[src/rtl/fft_pkg.sv]
// Shared definitions for the FFT input loader.
//   DATA_W / MAX_N        : default sample width and number of parallel lanes
//   LOG2_MAX_N / LOG2_W   : lane-index width and width of a log2(N) value
//   FFT_SEL_*             : encodings of the transform-size select input
//   state_t               : loader FSM states
//   sel_to_log2n()        : maps a size select to log2 of the transform size
package fft_pkg;

  localparam int DATA_W     = 16;
  localparam int MAX_N      = 32;
  localparam int LOG2_MAX_N = $clog2(MAX_N);
  localparam int LOG2_W     = $clog2(LOG2_MAX_N + 1);

  localparam logic [1:0] FFT_SEL_8    = 2'd0;
  localparam logic [1:0] FFT_SEL_16   = 2'd1;
  localparam logic [1:0] FFT_SEL_32   = 2'd2;
  localparam logic [1:0] FFT_SEL_RSVD = 2'd3;

  typedef enum logic [1:0] {
    IDLE = 2'd0,
    LOAD = 2'd1,
    FIRE = 2'd2,
    WAIT = 2'd3
  } state_t;

  // The reserved encoding falls back to the smallest size; the FSM never
  // latches it because nothing is accepted while it is selected.
  function automatic logic [LOG2_W-1:0] sel_to_log2n(input logic [1:0] sel);
    case (sel)
      FFT_SEL_16: sel_to_log2n = LOG2_W'(4);
      FFT_SEL_32: sel_to_log2n = LOG2_W'(5);
      default:    sel_to_log2n = LOG2_W'(3);
    endcase
  endfunction

endpackage

[src/rtl/fft_bitrev_addr.sv]
// Combinational bit-reversed lane address.
//   cnt      : sample number within the frame
//   log2n    : log2 of the transform size (number of bits to reverse)
//   lane_idx : cnt with its low log2n bits reversed; always below N
module fft_bitrev_addr
  import fft_pkg::*;
#(
  parameter int CNT_W = LOG2_MAX_N,
  parameter int L2_W  = LOG2_W
) (
  input  logic [CNT_W-1:0] cnt,
  input  logic [L2_W-1:0]  log2n,
  output logic [CNT_W-1:0] lane_idx
);

  logic [CNT_W-1:0] rev_full;

  // Reverse across the full counter width, then shift right so only the
  // reversed low log2n bits remain.
  always_comb begin
    rev_full = '0;
    for (int i = 0; i < CNT_W; i++) begin
      rev_full[i] = cnt[CNT_W-1-i];
    end
    lane_idx = rev_full >> (L2_W'(CNT_W) - log2n);
  end

endmodule

[src/rtl/fft_input_loader.sv]
// Serial-to-parallel loader feeding an 8/16/32-point FFT engine.
// Samples arrive one per accepted cycle and are written to lanes in
// bit-reversed order; once N samples are in, a one-cycle start strobe goes
// to the engine of the latched size, and the lanes are held until the
// engine reports done.
//   clk_i, rst_i                : clock, synchronous active-high reset
//   fft_select_i                : size select (0=8, 1=16, 2=32, 3=reserved)
//   sample_valid_i/sample_ready_o : serial sample handshake
//   sample_R_i, sample_I_i      : serial sample real / imaginary parts
//   X_R_o, X_I_o                : parallel lanes, lane k at [k*DATA_W +: DATA_W]
//   start_fft8/16/32_o          : one-cycle engine start strobes
//   fft_done_i                  : started engine finished with the lanes
//   busy_o                      : loader is not idle
module fft_input_loader #(
  parameter int DATA_W = fft_pkg::DATA_W,
  parameter int MAX_N  = fft_pkg::MAX_N
) (
  input  logic                    clk_i,
  input  logic                    rst_i,
  input  logic [1:0]              fft_select_i,
  input  logic                    sample_valid_i,
  output logic                    sample_ready_o,
  input  logic [DATA_W-1:0]       sample_R_i,
  input  logic [DATA_W-1:0]       sample_I_i,
  output logic [MAX_N*DATA_W-1:0] X_R_o,
  output logic [MAX_N*DATA_W-1:0] X_I_o,
  output logic                    start_fft8_o,
  output logic                    start_fft16_o,
  output logic                    start_fft32_o,
  input  logic                    fft_done_i,
  output logic                    busy_o
);

  import fft_pkg::*;

  localparam int CNT_W = $clog2(MAX_N);
  localparam int L2_W  = LOG2_W;

  state_t             state_q, state_d;
  logic [CNT_W-1:0]   cnt_q;
  logic [L2_W-1:0]    log2n_q;
  logic [DATA_W-1:0]  lane_r_q [MAX_N];
  logic [DATA_W-1:0]  lane_i_q [MAX_N];

  logic               accept;
  logic               last;
  logic [CNT_W-1:0]   cnt_eff;
  logic [CNT_W-1:0]   n_minus1;
  logic [L2_W-1:0]    log2n_eff;
  logic [CNT_W-1:0]   lane_idx;

  fft_bitrev_addr #(
    .CNT_W (CNT_W),
    .L2_W  (L2_W)
  ) u_bitrev (
    .cnt      (cnt_eff),
    .log2n    (log2n_eff),
    .lane_idx (lane_idx)
  );

  // In IDLE the frame has not started yet: the size comes straight from the
  // select input and the sample number is 0, so the first acceptance can be
  // handled in the same cycle it happens.
  always_comb begin
    state_d        = state_q;
    sample_ready_o = 1'b0;
    start_fft8_o   = 1'b0;
    start_fft16_o  = 1'b0;
    start_fft32_o  = 1'b0;
    busy_o         = (state_q != IDLE);
    log2n_eff      = (state_q == IDLE) ? sel_to_log2n(fft_select_i) : log2n_q;
    cnt_eff        = (state_q == IDLE) ? '0 : cnt_q;
    n_minus1       = CNT_W'((1 << log2n_eff) - 1);
    last           = (cnt_eff == n_minus1);

    case (state_q)
      IDLE:    sample_ready_o = (fft_select_i != FFT_SEL_RSVD);
      LOAD:    sample_ready_o = 1'b1;
      default: sample_ready_o = 1'b0;
    endcase

    accept = sample_valid_i && sample_ready_o;

    case (state_q)
      IDLE: begin
        if (accept) state_d = last ? FIRE : LOAD;
      end
      LOAD: begin
        if (accept && last) state_d = FIRE;
      end
      FIRE: begin
        state_d = WAIT;
        // A reset arriving during FIRE suppresses the strobe in that cycle.
        if (!rst_i) begin
          start_fft8_o  = (log2n_q == sel_to_log2n(FFT_SEL_8));
          start_fft16_o = (log2n_q == sel_to_log2n(FFT_SEL_16));
          start_fft32_o = (log2n_q == sel_to_log2n(FFT_SEL_32));
        end
      end
      WAIT: begin
        if (fft_done_i) state_d = IDLE;
      end
      default: state_d = IDLE;
    endcase
  end

  always_ff @(posedge clk_i) begin
    if (rst_i) begin
      state_q <= IDLE;
      cnt_q   <= '0;
      log2n_q <= sel_to_log2n(FFT_SEL_8);
    end else begin
      state_q <= state_d;
      if (accept) begin
        cnt_q <= last ? '0 : cnt_eff + 1'b1;
        if (state_q == IDLE) log2n_q <= log2n_eff;
      end
    end
  end

  // The first acceptance of a frame clears every lane so that lanes at or
  // above the new N read zero; the later write to lane 0 wins over the clear.
  always_ff @(posedge clk_i) begin
    if (rst_i) begin
      for (int k = 0; k < MAX_N; k++) begin
        lane_r_q[k] <= '0;
        lane_i_q[k] <= '0;
      end
    end else if (accept) begin
      if (state_q == IDLE) begin
        for (int k = 0; k < MAX_N; k++) begin
          lane_r_q[k] <= '0;
          lane_i_q[k] <= '0;
        end
      end
      lane_r_q[lane_idx] <= sample_R_i;
      lane_i_q[lane_idx] <= sample_I_i;
    end
  end

  for (genvar k = 0; k < MAX_N; k++) begin : g_lanes
    assign X_R_o[k*DATA_W +: DATA_W] = lane_r_q[k];
    assign X_I_o[k*DATA_W +: DATA_W] = lane_i_q[k];
  end

endmodule

[config.mk]
export PLATFORM = sky130hd
export DESIGN_NAME = fft_input_loader
export DESIGN_NICKNAME = d
export VERILOG_FILES = /design/src/rtl/fft_pkg.sv /design/src/rtl/fft_bitrev_addr.sv /design/src/rtl/fft_input_loader.sv
export SDC_FILE = /design/constraint.sdc
export NUM_CORES = 1
export LEC_CHECK = 0
export ABC_CLOCK_PERIOD_IN_PS = 4700
export CAP_MARGIN = 20
export CORE_AREA = 2 2 417 419
export DETAILED_ROUTE_END_ITERATION = 8
export DIE_AREA = 0 0 419 421
export PLACE_DENSITY = 0.47
export SYNTH_ARGS = -nofsm -noshare
export SYNTH_HDL_FRONTEND = slang
export SYNTH_SLANG_ARGS = --single-unit
[constraint.sdc]
create_clock -name clk_i -period 4.7 [get_ports clk_i]
set_clock_uncertainty 0.15 [all_clocks]
set_input_delay 0.705 -clock clk_i [delete_from_list [all_inputs] [get_ports clk_i]]
set_output_delay 0.705 -clock clk_i [all_outputs]
set_load 0.03 [all_outputs]
==> impl_metrics.py <==
metrics = {
    "placed_design": {
        "hpwl_mm": 132,
        "portBuffers": 1066,
        "dp_cells": 5992,
        "gp_congestion": 0.848,
        "dpl_worst_slack_ps": 549,
        "postPlaceCellArea_sq_um": 52000,
    },
    "sta": {
        "fin_crit_ps": 4040,
        "finalSetupViolations": 0,
        "rsz0062_at_grt": "no",
        "slew_headroom": 0.296,
        "tightest_slew_ps": 1060,
        "setup_tns_ps": 0,
        "hold_violations": 0,
        "setup_ws_ps": 656,
        "finalCritPeriodShare": 0.860,
        "maxSlewViolCount": 0,
        "fmax_ghz": 0.247,
    },
    "setup_path": {
        "start_kind": "register",
        "critPathArrivalTime_ps": 3190,
        "end_kind": "primary output",
        "cp.required_ps": 3850,
        "worst_path_largest_cell_delay_ps": 730,
        "crit_buf_inv": 4,
        "crit_top_cell": "inv_1",
        "worst-path-stages": 5,
        "r2r_setup_slack_ps": 860,
        "crit_end": "busy_o",
        "r2r_start": "state_q[0]",
        "crit_path_top_delay_cell": "ha_1",
        "critPathLaunch": "state_q[0]",
        "crit_chain": "inv_1, ha_1, buf_4, inv_1, clkdlybuf4s50_1",
        "crit_type": "register to primary output",
        "cp_max_fo": 18,
        "path_delay_family": "buffers and inverters",
        "rr_worst_depth": 8,
        "r2r_end": "lane_i_q[8][15]",
    },
    "power_and_ir_drop": {
        "p_leak_nw": 19.4,
        "design_power_total_w": 0.0305,
        "peakVddDrop_mv": 0.288,
        "power_density_nw_per_um2": 548,
        "p_sw_w": 0.0107,
        "power_frac_comb": 0.291,
        "clockPowerShare": 0.295,
        "switching_share": 0.349,
        "seqPwrFrac": 0.414,
        "p_int_w": 0.0199,
    },
    "clock_tree": {
        "clock_sinks": 1034,
        "cts_resized": 0,
        "cts_buffers": 115,
        "htreeDepth": 3,
        "cts_hold_buf": 0,
        "clk_pin_slew_ps": 60,
        "root_buffer": "clkbuf_16",
        "post_cts_buffers": 0,
        "clock_path_buffers": 3,
        "cts_tree": "built",
        "clk_latency_ps": 730,
    },
    "layout": {
        "seqCellArea_sq_um": 30900,
        "drive_gt1_frac": 0.0880,
        "final_cell_count_no_fill": 6210,
        "nets": 3831,
        "area_growth_pct": 47.4,
        "final_area_sq_um": 55800,
        "num-fill-cells": 17200,
        "multiInputGateArea_sq_um": 6530,
    },
    "yosys": {
        "synth_most_common_cell": "edfxtp_1",
        "synth_area_leaders": "edfxtp_1, nor2_1, nand2_1",
        "avgSynthCellArea_sq_um": 14.1,
        "synth-seq-cells": 1034,
        "synth_ff_type": "edfxtp_1",
        "syn_inst": 2688,
        "syn-num-nets": 2735,
        "synth_cell_types": 49,
        "syn_area_sq_um": 37800,
        "synth_edf_count": 1024,
        "ys_warn_count": 0,
        "seq_area_frac_synth": 0.818,
        "synth_top_area_cell": "edfxtp_1",
        "synth_top_area_share": 0.813,
        "async_reset_ff_frac": 0,
        "synth_common_cells": "edfxtp_1, nor2_1, nand2_1, clkbuf_1, buf_2",
    },
    "die": {
        "dieArea_sq_um": 176000,
        "die_h_um": 421,
        "rows": 153,
        "initial_utilization": 0.219,
        "io_pins": 1067,
        "dieWidth_um": 419,
        "core-area_sq_um": 172000,
    },
    "routing": {
        "wirelength_mm": 187,
        "final_antenna_net_count": 0,
        "vias": 26800,
        "drc": 0,
        "drtIter0Drc": 2762,
        "first_pass_iters": 7,
        "vias_per_cell": 4.32,
        "wire_per_inst_um": 30.2,
    },
    "grt": {
        "grt_first_pass_wirelength_mm": 245,
        "grt_start_max_net_pins": 78,
        "grt_usage": 0.207,
        "antenna_found_initial": 23,
        "grt_pass1_vias": 25900,
        "gr-total-overflow": 0,
    },
    "status": {
        "status": "completed",
    },
    "min_path": {
        "hold_class": "register to register",
    },
    "run": {
        "drv_cap": 0,
    },
}
-- metrics by stage --
stage	hold WS (ps)	util
after global placement	372	0.302
final	403	0.323
after global routing	418	0.323
after floorplan	335	-
after CTS	393	0.323
after detailed placement	379	0.302
-- cell usage in the layout (no fill, tap or decap), types with 6 or more instances in the layout --
| cell | n |
|---|---|
| a21oi_1 | 10 |
| and2_1 | 32 |
| buf_12 | 23 |
| buf_2 | 25 |
| buf_4 | 79 |
| bufinv_16 | 8 |
| clkbuf_1 | 20 |
| clkbuf_16 | 119 |
| clkdlybuf4s50_1 | 1041 |
| clkinv_1 | 29 |
| clkinv_2 | 17 |
| dfxtp_1 | 10 |
| diode_2 | 9 |
| edfxtp_1 | 1024 |
| ha_1 | 9 |
| inv_1 | 12 |
| nand2_1 | 268 |
| nor2_1 | 1005 |
| nor3_1 | 6 |
| o21ai_0 | 7 |
| o21ai_4 | 32 |
-- metal layers --
| layer | GRT usage | part of all wire | vias up | wire length (um) |
|---|---|---|---|---|
| met5 | 0 | 0.00012 | - | 23 |
| met4 | 0.0775 | 0.038 | 4 | 7130 |
| met3 | 0.0404 | 0.080 | 238 | 14900 |
| met2 | 0.352 | 0.50 | 1346 | 93600 |
| met1 | 0.258 | 0.38 | 13800 | 71800 |
| li1 | - | - | 11500 | - |
-- kinds of logic after synthesis --
group,after synthesis,synth area share
compound gates,82,0.0132
flops,1034,0.818
xor+xnor,6,0.00175
fa+ha+maj,9,0.00298
mux,7,0.00232
simple gates,1348,0.140
buf+inv,202,0.0218
-- worst min-delay path, delay by kind of cell (launching register included) --
kind | cells | cell delay [ps]
DFF | 1 | 360
and+or+nand+nor | 1 | 80
AOI/OAI and AO/OA | 1 | 70
-- registers in the layout, summed over array words and instances, names as in the netlist --
register and count:
lane_i_q 512, lane_r_q 512, cnt_q 5, log2n_q 3, state_q 2
-- worst min-delay path by stage --
stage | startpoint | end | slack [ps] | depth (start not counted)
final | cnt_q[4] | cnt_q[4] | 400 | 2
after floorplan | cnt_q[4] | cnt_q[4] | 340 | 2
after global placement | cnt_q[4] | cnt_q[4] | 370 | 2
after detailed placement | cnt_q[4] | cnt_q[4] | 380 | 2
after CTS | cnt_q[4] | cnt_q[4] | 390 | 2
after global routing | cnt_q[4] | cnt_q[4] | 420 | 2
-- cell type report --
type / count / area share
sequential: 1034 / 0.555
timing repair buffer: 1169 / 0.208
multi-input combinational: 1452 / 0.117
clock buffer: 143 / 0.0557
tap: 2325 / 0.0522
clock inverter: 66 / 0.0103
inverter: 12 / 0.000808
antenna: 9 / 0.000404
-- power groups by stage --
stage	Combinational [W]	Clock, W	Sequential (W)
2_1_floorplan	0.00117	0	0.0158
3_3_place_gp	0.00905	0	0.0128
3_5_place_dp	0.00905	0	0.0128
4_1_cts	0.00906	0.00917	0.0126
5_1_grt	0.00914	0.00952	0.0128
6_report	0.00889	0.00902	0.0126
No activity file was read; power rests on OpenSTA's default activity.
